File: src/rtl/io_uart_fifo.sv
// Memory-mapped UART buffer: TX FIFO drained to the uart core by a small FSM, RX FIFO read by the CPU.
// Optional loopback path (register 0x010) is compiled in with `define IO_UART_LOOPBACK_EN.
module io_uart_fifo #(
    parameter int TX_DEPTH = 16,
    parameter int RX_DEPTH = 16
) (
    input  logic        clk_i,
    input  logic        rst_i,
    input  logic        io_read_valid_i,
    input  logic        io_write_valid_i,
    input  logic [11:0] io_addr_i,
    input  logic [31:0] io_wdata_i,
    output logic [31:0] io_rdata_o,
    output logic [7:0]  uart_tx_data_o,
    output logic        uart_tx_strobe_o,
    input  logic        uart_tx_busy_i,
    input  logic [7:0]  uart_rx_data_i,
    input  logic        uart_rx_valid_i,
    output logic        uart_rx_ready_o
);

    localparam int TX_AW = $clog2(TX_DEPTH);
    localparam int TX_CW = TX_AW + 1;
    localparam int RX_AW = $clog2(RX_DEPTH);
    localparam int RX_CW = RX_AW + 1;

    localparam logic [11:0] ADDR_DATA = 12'h000;
    localparam logic [11:0] ADDR_RX   = 12'h008;
    localparam logic [11:0] ADDR_CTRL = 12'h010;

    typedef enum logic [1:0] {
        ST_IDLE,
        ST_HOLD,
        ST_WAIT
    } tx_state_t;

    tx_state_t        tx_state, tx_state_next;

    logic [7:0]       tx_mem [TX_DEPTH];
    logic [TX_AW-1:0] tx_wr_ptr, tx_rd_ptr;
    logic [TX_CW-1:0] tx_count;
    logic             tx_full, tx_empty, tx_wr_req, tx_push, tx_pop, tx_ovf, tx_ovf_set;

    logic [7:0]       rx_mem [RX_DEPTH];
    logic [RX_AW-1:0] rx_wr_ptr, rx_rd_ptr;
    logic [RX_CW-1:0] rx_count;
    logic             rx_full, rx_empty, rx_push, rx_pop, rx_ready;
    logic [7:0]       rx_push_data;
    logic [8:0]       rx_count_w;
    logic [7:0]       rx_count_sat;

    logic             status_rd, loopback;
    logic [31:0]      rdata_next;
    logic             unused_wdata;

    assign unused_wdata = ^io_wdata_i[31:8];

    // ---------------- TX FIFO ----------------
    assign tx_full    = (tx_count == TX_CW'(TX_DEPTH));
    assign tx_empty   = (tx_count == '0);
    assign tx_wr_req  = io_write_valid_i && (io_addr_i == ADDR_DATA);
    // A full FIFO still accepts a write when the drain frees a slot in the same cycle.
    assign tx_push    = tx_wr_req && (!tx_full || tx_pop);
    assign tx_ovf_set = tx_wr_req && tx_full && !tx_pop;
    assign status_rd  = io_read_valid_i && (io_addr_i == ADDR_DATA);

    // NOTE: sequential state uses non-blocking assignments so every flop samples pre-edge values.
    always_ff @(posedge clk_i or posedge rst_i) begin
        if (rst_i) begin
            tx_wr_ptr <= '0;
            tx_rd_ptr <= '0;
            tx_count  <= '0;
            tx_ovf    <= 1'b0;
        end else begin
            if (tx_push) tx_wr_ptr <= tx_wr_ptr + TX_AW'(1);
            if (tx_pop)  tx_rd_ptr <= tx_rd_ptr + TX_AW'(1);
            case ({tx_push, tx_pop})
                2'b10:   tx_count <= tx_count + TX_CW'(1);
                2'b01:   tx_count <= tx_count - TX_CW'(1);
                default: tx_count <= tx_count;
            endcase
            if (tx_ovf_set)     tx_ovf <= 1'b1;
            else if (status_rd) tx_ovf <= 1'b0;
        end
    end

    // NOTE: FIFO storage is deliberately not reset; the pointers and counts define validity.
    always_ff @(posedge clk_i) begin
        if (tx_push) tx_mem[tx_wr_ptr] <= io_wdata_i[7:0];
    end

    // ---------------- TX drain FSM ----------------
    always_ff @(posedge clk_i or posedge rst_i) begin
        if (rst_i) tx_state <= ST_IDLE;
        else       tx_state <= tx_state_next;
    end

    // NOTE: every always_comb output gets a default first so no latch is inferred.
    always_comb begin
        tx_state_next = tx_state;
        tx_pop        = 1'b0;
        case (tx_state)
            ST_IDLE: begin
                if (!tx_empty && !uart_tx_busy_i) begin
                    tx_pop        = 1'b1;
                    tx_state_next = ST_HOLD;
                end
            end
            ST_HOLD: tx_state_next = ST_WAIT;
            ST_WAIT: if (!uart_tx_busy_i) tx_state_next = ST_IDLE;
            default: tx_state_next = ST_IDLE;
        endcase
    end

    always_ff @(posedge clk_i or posedge rst_i) begin
        if (rst_i) begin
            uart_tx_strobe_o <= 1'b0;
            uart_tx_data_o   <= 8'h00;
        end else begin
            uart_tx_strobe_o <= tx_pop;
            if (tx_pop) uart_tx_data_o <= tx_mem[tx_rd_ptr];
        end
    end

    // ---------------- RX FIFO ----------------
    assign rx_full  = (rx_count == RX_CW'(RX_DEPTH));
    assign rx_empty = (rx_count == '0);
    assign rx_ready = !rx_full && !loopback;
    assign uart_rx_ready_o = !rst_i && rx_ready;
    assign rx_pop   = io_read_valid_i && (io_addr_i == ADDR_RX) && !rx_empty;

`ifdef IO_UART_LOOPBACK_EN
    always_ff @(posedge clk_i or posedge rst_i) begin
        if (rst_i)                                             loopback <= 1'b0;
        else if (io_write_valid_i && (io_addr_i == ADDR_CTRL)) loopback <= io_wdata_i[0];
    end

    // Looped-back bytes are taken from the strobe itself and dropped when RX is full.
    assign rx_push      = loopback ? (uart_tx_strobe_o && !rx_full)
                                   : (uart_rx_valid_i && uart_rx_ready_o);
    assign rx_push_data = loopback ? uart_tx_data_o : uart_rx_data_i;
`else
    assign loopback     = 1'b0;
    assign rx_push      = uart_rx_valid_i && uart_rx_ready_o;
    assign rx_push_data = uart_rx_data_i;
`endif

    always_ff @(posedge clk_i or posedge rst_i) begin
        if (rst_i) begin
            rx_wr_ptr <= '0;
            rx_rd_ptr <= '0;
            rx_count  <= '0;
        end else begin
            if (rx_push) rx_wr_ptr <= rx_wr_ptr + RX_AW'(1);
            if (rx_pop)  rx_rd_ptr <= rx_rd_ptr + RX_AW'(1);
            case ({rx_push, rx_pop})
                2'b10:   rx_count <= rx_count + RX_CW'(1);
                2'b01:   rx_count <= rx_count - RX_CW'(1);
                default: rx_count <= rx_count;
            endcase
        end
    end

    always_ff @(posedge clk_i) begin
        if (rx_push) rx_mem[rx_wr_ptr] <= rx_push_data;
    end

    // ---------------- Register read ----------------
    assign rx_count_w   = 9'(rx_count);
    assign rx_count_sat = rx_count_w[8] ? 8'hFF : rx_count_w[7:0];

    always_comb begin
        rdata_next = 32'h0;
        case (io_addr_i)
            ADDR_DATA: rdata_next = {16'h0, rx_count_sat, 5'h0, tx_ovf, !rx_empty, tx_full};
            ADDR_RX:   rdata_next = rx_empty ? 32'h0 : {24'h0, rx_mem[rx_rd_ptr]};
`ifdef IO_UART_LOOPBACK_EN
            ADDR_CTRL: rdata_next = {31'h0, loopback};
`endif
            default:   rdata_next = 32'h0;
        endcase
    end

    always_ff @(posedge clk_i or posedge rst_i) begin
        if (rst_i) io_rdata_o <= 32'h0;
        else       io_rdata_o <= rdata_next;
    end

endmodule

File: config.mk
export PLATFORM = sky130hd
export DESIGN_NAME = io_uart_fifo
export DESIGN_NICKNAME = d
export VERILOG_FILES = /design/src/rtl/io_uart_fifo.sv
export SDC_FILE = /design/constraint.sdc
export NUM_CORES = 1
export LEC_CHECK = 0
export BUFFER_PORTS_ARGS = -buffer_cell sky130_fd_sc_hd__buf_2
export CORE_AREA = 2 2 152 154
export CTS_BUF_LIST = sky130_fd_sc_hd__clkbuf_2 sky130_fd_sc_hd__clkbuf_4 sky130_fd_sc_hd__clkbuf_8
export DETAILED_ROUTE_END_ITERATION = 10
export DIE_AREA = 0 0 154 156
export PLACE_DENSITY = 0.85
export SYNTH_ARGS = -nofsm -noshare
export SYNTH_HDL_FRONTEND = slang
export SYNTH_SLANG_ARGS = --single-unit
File: constraint.sdc
create_clock -name clk_i -period 5.4 [get_ports clk_i]
set_clock_uncertainty 0.15 [all_clocks]
set_input_delay 0.81 -clock clk_i [delete_from_list [all_inputs] [get_ports clk_i]]
set_output_delay 0.81 -clock clk_i [all_outputs]
set_load 0.03 [all_outputs]
# Word level (Yosys, flattened, before mapping)
# Memories as Yosys holds them, arrays and structs flattened. A register that Yosys moved wholly into a read port is not among the register bits.
# Cells that the tools add are included.
[word_totals]
reg_bits = 62
ramBits = 256
in_bits = 58
out_inout_bits = 42
mem_count = 2
[op_classes]
n_addsub = 8
n_eq_ne = 11
n_mux = 15
n_reduce_logical = 26
[memory_table]
columns = ["name", "words", "word_bits", "read_ports", "rd_ports_with_merged_regs", "wr", "line", "source"]
rows = [
  ["rx_mem", 16, 8, 1, 0, 1, "44", "logic [7:0] rx_mem [RX_DEPTH];"],
  ["tx_mem", 16, 8, 1, 1, 1, "39", "logic [7:0] tx_mem [TX_DEPTH];"],
]
[op_table]
columns = ["operator", "n"]
rows = [
  ["13-bit case mux with 2 select lines", 1],
  ["5-bit case mux with 2 select lines", 2],
  ["4-bit by 1-bit adder with 4-bit output (second input constant)", 4],
  ["12-bit by 4-bit equality test with 1-bit output (second input constant)", 1],
  ["12-bit logical NOT", 1],
  ["5-bit by 1-bit adder with 5-bit output (second input constant)", 2],
  ["5-bit equality test (second input constant)", 2],
  ["1-bit logical AND", 10],
  ["5-bit logical NOT", 2],
  ["5-bit by 1-bit subtractor with 5-bit output (second input constant)", 2],
  ["1-bit two-way mux", 8],
  ["8-bit two-way mux", 1],
  ["1-bit logical NOT", 7],
  ["2-bit by 1-bit equality test with 1-bit output (second input constant)", 3],
  ["2-bit equality test (second input constant)", 3],
  ["2-bit case mux with 3 select lines", 1],
  ["2-bit nonzero test", 3],
  ["2-bit two-way mux", 2],
  ["2-bit inequality test (second input constant)", 2],
  ["2-bit logical NOT", 1],
  ["2-bit AND reduction", 1],
  ["1-bit logical OR", 1],
]

# Depth between registers and ports, before layout
# Gate-level depths: netlist of the first run.
[logic_depth]
ltp_word = 9
ltp_mapped = 13
mapped_depth_nobuf = 13

# Worst setup path after synthesis of the first run
# OpenSTA, ideal clock, no wires.
[synth_timing]
kind = "input -> register"
start = "input port io_addr_i[4]"
end = "register rx_count[4]"
setup_time_ps = 79
t_arrival_ps = 3242
slack_ps = 1929
path_stages = 13
path_buffers = 0
path_cell_list = "nor4_1 -> nand3_1 -> nor3b_2 -> nand2_1 -> inv_1 -> ha_1 -> inv_1 -> fa_1 -> nor2b_1 -> o21ai_0 -> and3_1 -> nor3_1 -> xor2_1"
[synth_via]
elab_chain_cells = 5
elab_cells_between_ends = 7
[synth_rtl]
columns = ["item", "line", "source"]
rows = [
  ["start: declaration", "11", "input logic [11:0] io_addr_i,"],
  ["12-bit by 4-bit equality test with 1-bit output *", "130", "assign rx_pop = io_read_valid_i && (io_addr_i == ADDR_RX) && !rx_empty;"],
  ["1-bit logical AND * (2 in a row)", "130", ""],
  ["named net rx_pop", "47", "logic rx_full, rx_empty, rx_push, rx_pop, rx_ready;"],
  ["2-bit by 1-bit equality test with 1-bit output / 2-bit equality test (equally long branches)", "156", "case ({rx_push, rx_pop})"],
  ["5-bit case mux with 2 select lines / 2-bit nonzero test (equally long branches)", "n/a", ""],
  ["end signal: assignment", "157", "2'b10: rx_count <= rx_count + RX_CW'(1);"],
  ["end signal: assignment", "158", "2'b01: rx_count <= rx_count - RX_CW'(1);"],
  ["end signal: assignment", "159", "default: rx_count <= rx_count;"],
  ["end: declaration", "46", "logic [RX_CW-1:0] rx_count;"],
]
# The timed path passes the listed nets; every way through them passes the cells marked *.
# A chain may end at the register's enable or synchronous reset.

# Worst setup path in the final report of the first run
[layout_timing]
start = "input port io_addr_i[1]"
end = "register rx_count[4]"
# Same word-level chain as after synthesis.

==> flow_metrics.env, run 1 <==
export IMPL_status="completed"
export IMPL_nets=837
export IMPL_antenna_found_initial=2
export IMPL_peakVddDrop_mv=0.252
export IMPL_fin_util_pct=61.6
export IMPL_pin_count=100
export IMPL_p_per_area_mw_per_mm2=416
export IMPL_p_leak_nw=4.83
export IMPL_dr_first_iter_drc_count=541
export IMPL_hpwl_um=14300
export IMPL_grt_pass1_vias=6537
export IMPL_intPower_w=0.00413
export IMPL_cts_sinks=307
export IMPL_swShare_pct=27.9
export IMPL_numPortBuffers=56
export IMPL_clkPwrFrac_pct=30.8
export IMPL_synth_main_ff_cell="edfxtp_1"
export IMPL_syn_inst=678
export IMPL_cts_buffers=47
export IMPL_fmax_mhz=288
export IMPL_setup_viol=0
export IMPL_rrSetupSlack_ns=2.14
export IMPL_layout_drive_gt1_share_pct=27.0
export IMPL_avgSynthCellArea_um2=18.3
export IMPL_ctsHoldBuffers=0
export IMPL_cts_resized=0
export IMPL_area_growth_pct=11.2
export IMPL_crit_arrival_ns=3.80
export IMPL_reg2reg_from="tx_count[0]$_DFFE_PP0P_"
export IMPL_cap_violations=0
export IMPL_dieArea_mm2=0.0240
export IMPL_wirelength_um=22500
export IMPL_worst_setup_hold_path_clk_slew_ns=0.06
export IMPL_synthArstFlopShare_pct=16.6
export IMPL_path_max_fanout=8
export IMPL_clk_latency_ns=0.56
export IMPL_crit_path_frequent_cell="inv_1"
export IMPL_final_cell_mix="edfxtp_1, mux4_2, buf_2"
export IMPL_p_sw_w=0.00160
export IMPL_final_common_cell="edfxtp_1"
export IMPL_period_needed_ns=3.48
export IMPL_finalPower_w=0.00573
export IMPL_grt_pass1_wl_um=35700
export IMPL_synth_enable_flop_cells=256
export IMPL_clockBufferDepth=3
export IMPL_power_frac_seq_pct=51.4
export IMPL_cts_setup_buffers=0
export IMPL_hold_viol=0
export IMPL_synth_seq_cells=307
export IMPL_worstPathRequired_ns=5.72
export IMPL_die_w_um=154
export IMPL_initial_utilization_pct=55.4
export IMPL_cts_root_buf="clkbuf_8"
export IMPL_start_kind="primary input"
export IMPL_relSlewSlack_pct=29.7
export IMPL_worst_r2r_endpoint="tx_count[4]$_DFFE_PP0P_"
export IMPL_fill_cells=1507
export IMPL_grt_ovfl_total=0
export IMPL_htree_levels=2
export IMPL_hp_class="primary input to async pin"
export IMPL_core_mm2=0.0224
export IMPL_final_max_slew_viol_count=0
export IMPL_crit_path_end_kind="flip-flop"
export IMPL_rsz0062_at_grt="false"
export IMPL_period_share_pct=64.4
export IMPL_grt_max_degree=52
export IMPL_cp_top_family="simple AND/OR/NAND/NOR gates"
export IMPL_dr_total_vias=6229
export IMPL_final_cell_area_mm2=0.0138
export IMPL_path_depth=14
export IMPL_wl_per_cell_um=20.8
export IMPL_critPathMaxStageDelay_ns=0.44
export IMPL_syn_area_mm2=0.0124
export IMPL_grt_usage_pct=19.5
export IMPL_drt_pass1_iterations=5
export IMPL_fp_dieH_um=156
export IMPL_crit_chain="buf_2, nor4_1, nand3_1, nor3b_2, nand2_1, inv_1, ha_1, inv_1, fa_1, nor2b_1, o21ai_0, and3_1, nor3_1, xor2_1"
export IMPL_place_area_mm2=0.0129
export IMPL_cp_slowest_cell="nor3b_2"
export IMPL_gp_congestion=0.780
export IMPL_critPathKind="primary input to flip-flop"
export IMPL_cts_tree="yes"
export IMPL_via_per_inst=5.75
export IMPL_rr_worst_depth=11
export IMPL_power_frac_comb_pct=17.8
export IMPL_worst_pin_slew_ns=1.05
export IMPL_synth_seq_area_share_pct=72.4
export IMPL_critPathBufInv=3
export IMPL_setup_tns_ns=0
export IMPL_ant_nets=0
export IMPL_yosysWarnings=0
export IMPL_synth_distinct_cells=47
export IMPL_drc=0
export IMPL_rows=55
==> worst max-delay path by stage <==
| stage | from | endpoint | slack [ns] |
|---|---|---|---|
| after floorplan | io_addr_i[4] | rx_count[4]$_DFFE_PP0P_ | 1.93 |
| after global placement | io_addr_i[1] | rx_count[4]$_DFFE_PP0P_ | 1.47 |
| after detailed placement | io_addr_i[1] | rx_count[4]$_DFFE_PP0P_ | 1.36 |
| after CTS | io_addr_i[1] | rx_count[4]$_DFFE_PP0P_ | 1.94 |
| after global routing | io_addr_i[1] | rx_count[4]$_DFFE_PP0P_ | 1.56 |
| final | io_addr_i[1] | rx_count[4]$_DFFE_PP0P_ | 1.92 |
==> stage by stage <==
stage | setup slack [ns] | instances | hold WS (ns)
2_1_floorplan | 1.93 | 696 | 0.300
3_3_place_gp | 1.47 | 996 | 0.312
3_5_place_dp | 1.36 | 996 | 0.320
4_1_cts | 1.94 | 1081 | 0.309
5_1_grt | 1.56 | 1082 | 0.344
6_report | 1.92 | 1083 | 0.307
==> worst min-delay path, cell delays in order <==
cell and delay, ns:
buf_2 0.11, inv_2 0.04, buf_4 0.54
==> state kept, by name (all words and copies together), names as in the netlist <==
signal            cells
tx_mem              128
io_rdata_o           13
rx_wr_ptr             4
tx_count              5
tx_state              2
rx_count              5
tx_ovf                1
rx_rd_ptr             4
tx_rd_ptr             4
uart_tx_data_o        8
uart_tx_strobe_o      1
tx_wr_ptr             4
rx_mem              128
==> power by group through the flow <==
stage,clock network [W],logic [W],registers (W)
after floorplan,0,0.000852,0.00290
after global placement,0,0.000981,0.00298
after detailed placement,0,0.00102,0.00299
after CTS,0.00181,0.00103,0.00294
after global routing,0.00191,0.00113,0.00297
final,0.00176,0.00102,0.00294
==> Yosys cell counts, types with 9 or more instances <==
| cell type | number | area (um^2) |
|---|---|---|
| nor2_1 | 33 | 124 |
| ha_1 | 17 | 213 |
| xnor2_1 | 17 | 149 |
| dfrtp_1 | 51 | 1280 |
| clkbuf_1 | 18 | 67.6 |
| nand2_1 | 33 | 124 |
| edfxtp_1 | 256 | 7690 |
| nor2b_1 | 11 | 68.8 |
| a211oi_1 | 11 | 82.6 |
| buf_2 | 9 | 45.0 |
| mux4_2 | 64 | 1440 |
| inv_1 | 17 | 63.8 |
| mux2i_1 | 16 | 160 |
| nor3_1 | 13 | 65.1 |
| buf_4 | 21 | 158 |
==> cell type report <==
class	count	area [um^2]	area share, %
sequential	307	8970	65.1
multi-input combinational	317	3130	22.7
clock buffer	61	758	5.51
timing repair buffer	68	370	2.69
tap	285	357	2.59
clock inverter	24	118	0.854
inverter	19	71.3	0.518
antenna	2	5.00	0.0363
==> cells by family (layout without fill, tap and decap cells) <==
group | after synthesis | in the layout | share of synthesized area, %
AO/OA/AOI/OAI | 49 | 49 | 2.88
AND/OR/NAND/NOR | 127 | 127 | 5.12
buffers and inverters | 72 | 172 | 2.91
other | 1 | 21 | 0.0303
XOR/XNOR | 20 | 20 | 1.41
multiplexers | 83 | 83 | 13.2
flip-flops | 307 | 307 | 72.4
adder cells (fa/ha/maj) | 19 | 19 | 2.04
==> per-layer routing <==
| metal | vias up | part of all wire, % | track usage, % |
|---|---|---|---|
| met5 | - | 0 | 0 |
| met4 | 0 | 2.7 | 7.17 |
| met3 | 52 | 7.2 | 4.06 |
| met2 | 256 | 49 | 32.0 |
| met1 | 3139 | 41 | 26.2 |
| li1 | 2782 | - | - |
(Power assumes the default switching activity.)
==> run 2: changes to the inputs <==
==> constraint.sdc (replaced) <==
create_clock -name clk_i -period 3.3 [get_ports clk_i]
set_clock_uncertainty 0.15 [all_clocks]
set_input_delay 0.495 -clock clk_i [delete_from_list [all_inputs] [get_ports clk_i]]
set_output_delay 0.495 -clock clk_i [all_outputs]
set_load 0.03 [all_outputs]
==> flow_metrics.env, run 2 (synthesis gave the netlist of run 1 again) <==
export IMPL_cts_tree="yes"
export IMPL_nets=872
export IMPL_worst_setup_hold_path_clk_slew_ns=0.06
export IMPL_die_w_um=154
export IMPL_clkPwrFrac_pct=33.2
export IMPL_clk_latency_ns=0.57
export IMPL_wirelength_um=23200
export IMPL_antenna_cells=0
export IMPL_grt_max_degree=47
export IMPL_power_frac_comb_pct=18.2
export IMPL_critPathMaxStageDelay_ns=0.40
export IMPL_reg_top3="rx_mem: 128 flops, tx_mem: 128 flops, io_rdata_o: 13 flops"
export IMPL_drt_pass1_iterations=5
export IMPL_setup_tns_ns=0
export IMPL_crit_arrival_ns=3.41
export IMPL_core_mm2=0.0224
export IMPL_final_common_cell="edfxtp_1"
export IMPL_relSlewSlack_pct=27.3
export IMPL_p_per_area_mw_per_mm2=691
export IMPL_cts_sinks=307
export IMPL_grt_pass1_vias=6594
export IMPL_stdcell_count=1119
export IMPL_period_needed_ns=3.06
export IMPL_antenna_found_initial=0
export IMPL_worst_r2r_endpoint="rx_count[4]$_DFFE_PP0P_"
export IMPL_critPathKind="flip-flop to flip-flop"
export IMPL_status="completed"
export IMPL_grt_pass1_wl_um=36100
export IMPL_wl_per_cell_um=20.7
export IMPL_crit_start="rx_count[1]$_DFFE_PP0P_"
export IMPL_cap_violations=0
export IMPL_worstPathRequired_ns=3.64
export IMPL_intPower_w=0.00711
export IMPL_dr_first_iter_drc_count=437
export IMPL_start_kind="flip-flop"
export IMPL_gp_congestion=0.757
export IMPL_hpwl_um=14800
export IMPL_via_per_inst=5.68
export IMPL_grt_usage_pct=19.8
export IMPL_dp_cells=1030
export IMPL_crit_chain="nor4_2, nor2b_1, nor3b_2, nand2_1, inv_1, ha_1, buf_4, ha_1, nor2b_1, o21ai_0, a21oi_1, nor3_1, xor2_1"
export IMPL_p_leak_nw=5.10
export IMPL_setup_viol=0
export IMPL_rows=55
export IMPL_holdPathStages=3
export IMPL_rr_worst_depth=13
export IMPL_htree_levels=2
export IMPL_final_cell_mix="edfxtp_1, mux4_2, buf_2"
export IMPL_worst_pin_slew_ns=1.09
export IMPL_drc=0
export IMPL_final_max_slew_viol_count=0
export IMPL_hold_viol=0
export IMPL_cts_buffers=47
export IMPL_p_sw_w=0.00269
export IMPL_ant_nets=0
export IMPL_crit_path_end_kind="flip-flop"
export IMPL_dr_total_vias=6351
export IMPL_fp_dieH_um=156
export IMPL_swShare_pct=27.5
export IMPL_hp_start="uart_tx_busy_i"
export IMPL_rsz0062_at_grt="false"
export IMPL_rrSetupSlack_ns=0.24
export IMPL_fmax_mhz=327
export IMPL_dieArea_mm2=0.0240
export IMPL_layout_drive_gt1_share_pct=31.9
export IMPL_numPortBuffers=56
export IMPL_pin_count=100
export IMPL_grt_ovfl_total=0
export IMPL_hp_class="primary input to flip-flop"
export IMPL_cp_slowest_cell="dfrtp_1"
export IMPL_cts_root_buf="clkbuf_8"
export IMPL_peakVddDrop_mv=0.423
export IMPL_whs_endpoint="tx_state[1]$_DFFE_PP0P_"
export IMPL_initial_utilization_pct=55.4
export IMPL_path_max_fanout=3
export IMPL_period_share_pct=92.8
export IMPL_power_frac_seq_pct=48.6
export IMPL_area_growth_pct=14.6
export IMPL_reg2reg_from="rx_count[1]$_DFFE_PP0P_"
export IMPL_fill_cells=1440
export IMPL_clockBufferDepth=3
-- run 2: repair_timing --
action / CTS / global route
gates resized for setup: 0 / 1
setup buffers: 0 / 0
setup endpoints to repair: 0 / 1
endpoints found under the hold margin: 5 / 0
hold buffers: 1 / 0
-- run 2: through the flow --
step | cell area (um^2) | worst slack [ns] | util (%) | hold slack (ns) | total power, W
floorplan | 12400 | 0.144 | - | 0.300 | 0.00614
global placement | 13100 | 0.128 | 58.8 | 0.282 | 0.00652
detailed placement | 13100 | 0.0626 | 58.8 | 0.293 | 0.00660
CTS | 14200 | 0.104 | 63.4 | 0.0162 | 0.00988
global route | 14200 | 0.0713 | 63.4 | 0.0358 | 0.0102
finish | 14200 | 0.237 | 63.4 | 0.0409 | 0.00981
-- run 2: worst max path at each step --
stage / end / cells past startpoint / slack (ns)
6_report: rx_count[4]$_DFFE_PP0P_ / 13 / 0.24
4_1_cts: rx_count[4]$_DFFE_PP0P_ / 13 / 0.10
3_3_place_gp: rx_count[4]$_DFFE_PP0P_ / 14 / 0.13
2_1_floorplan: rx_count[4]$_DFFE_PP0P_ / 13 / 0.14
3_5_place_dp: rx_count[4]$_DFFE_PP0P_ / 14 / 0.06
5_1_grt: rx_count[4]$_DFFE_PP0P_ / 13 / 0.07
-- run 2: power groups by stage --
stage / clock (W) / sequential (W) / combinational [W]
after floorplan: 0 / 0.00475 / 0.00139
after global placement: 0 / 0.00482 / 0.00170
after detailed placement: 0 / 0.00484 / 0.00176
after CTS: 0.00332 / 0.00476 / 0.00180
after global routing: 0.00349 / 0.00481 / 0.00194
final: 0.00326 / 0.00476 / 0.00178
-- run 2: worst max-delay path, delay by kind of cell (launching register included) --
family	cells	cell delay [ns]
simple gates	6	1.27
fa+ha+maj	2	0.49
flops	1	0.40
compound gates	2	0.31
buf+inv	2	0.21
xor+xnor	1	0.16
-- run 2: routing by layer --
layer,routed length (um),vias to the layer above,GRT usage (%)
met2,11600,247,32.4
li1,-,2843,-
met4,533,0,8.01
met1,9620,3219,27.0
met5,0,-,0
met3,1450,42,3.19
-- run 2: cell type report --
| cell class | count | area (um^2) | share of cell area (%) |
|---|---|---|---|
| clock buffers | 80 | 945 | 6.66 |
| clock inverters | 8 | 77.6 | 0.547 |
| inverters | 19 | 71.3 | 0.503 |
| multi-input cells | 317 | 3130 | 22.1 |
| flip-flops and latches | 307 | 8970 | 63.2 |
| well taps | 285 | 357 | 2.51 |
| repair buffers | 103 | 636 | 4.48 |
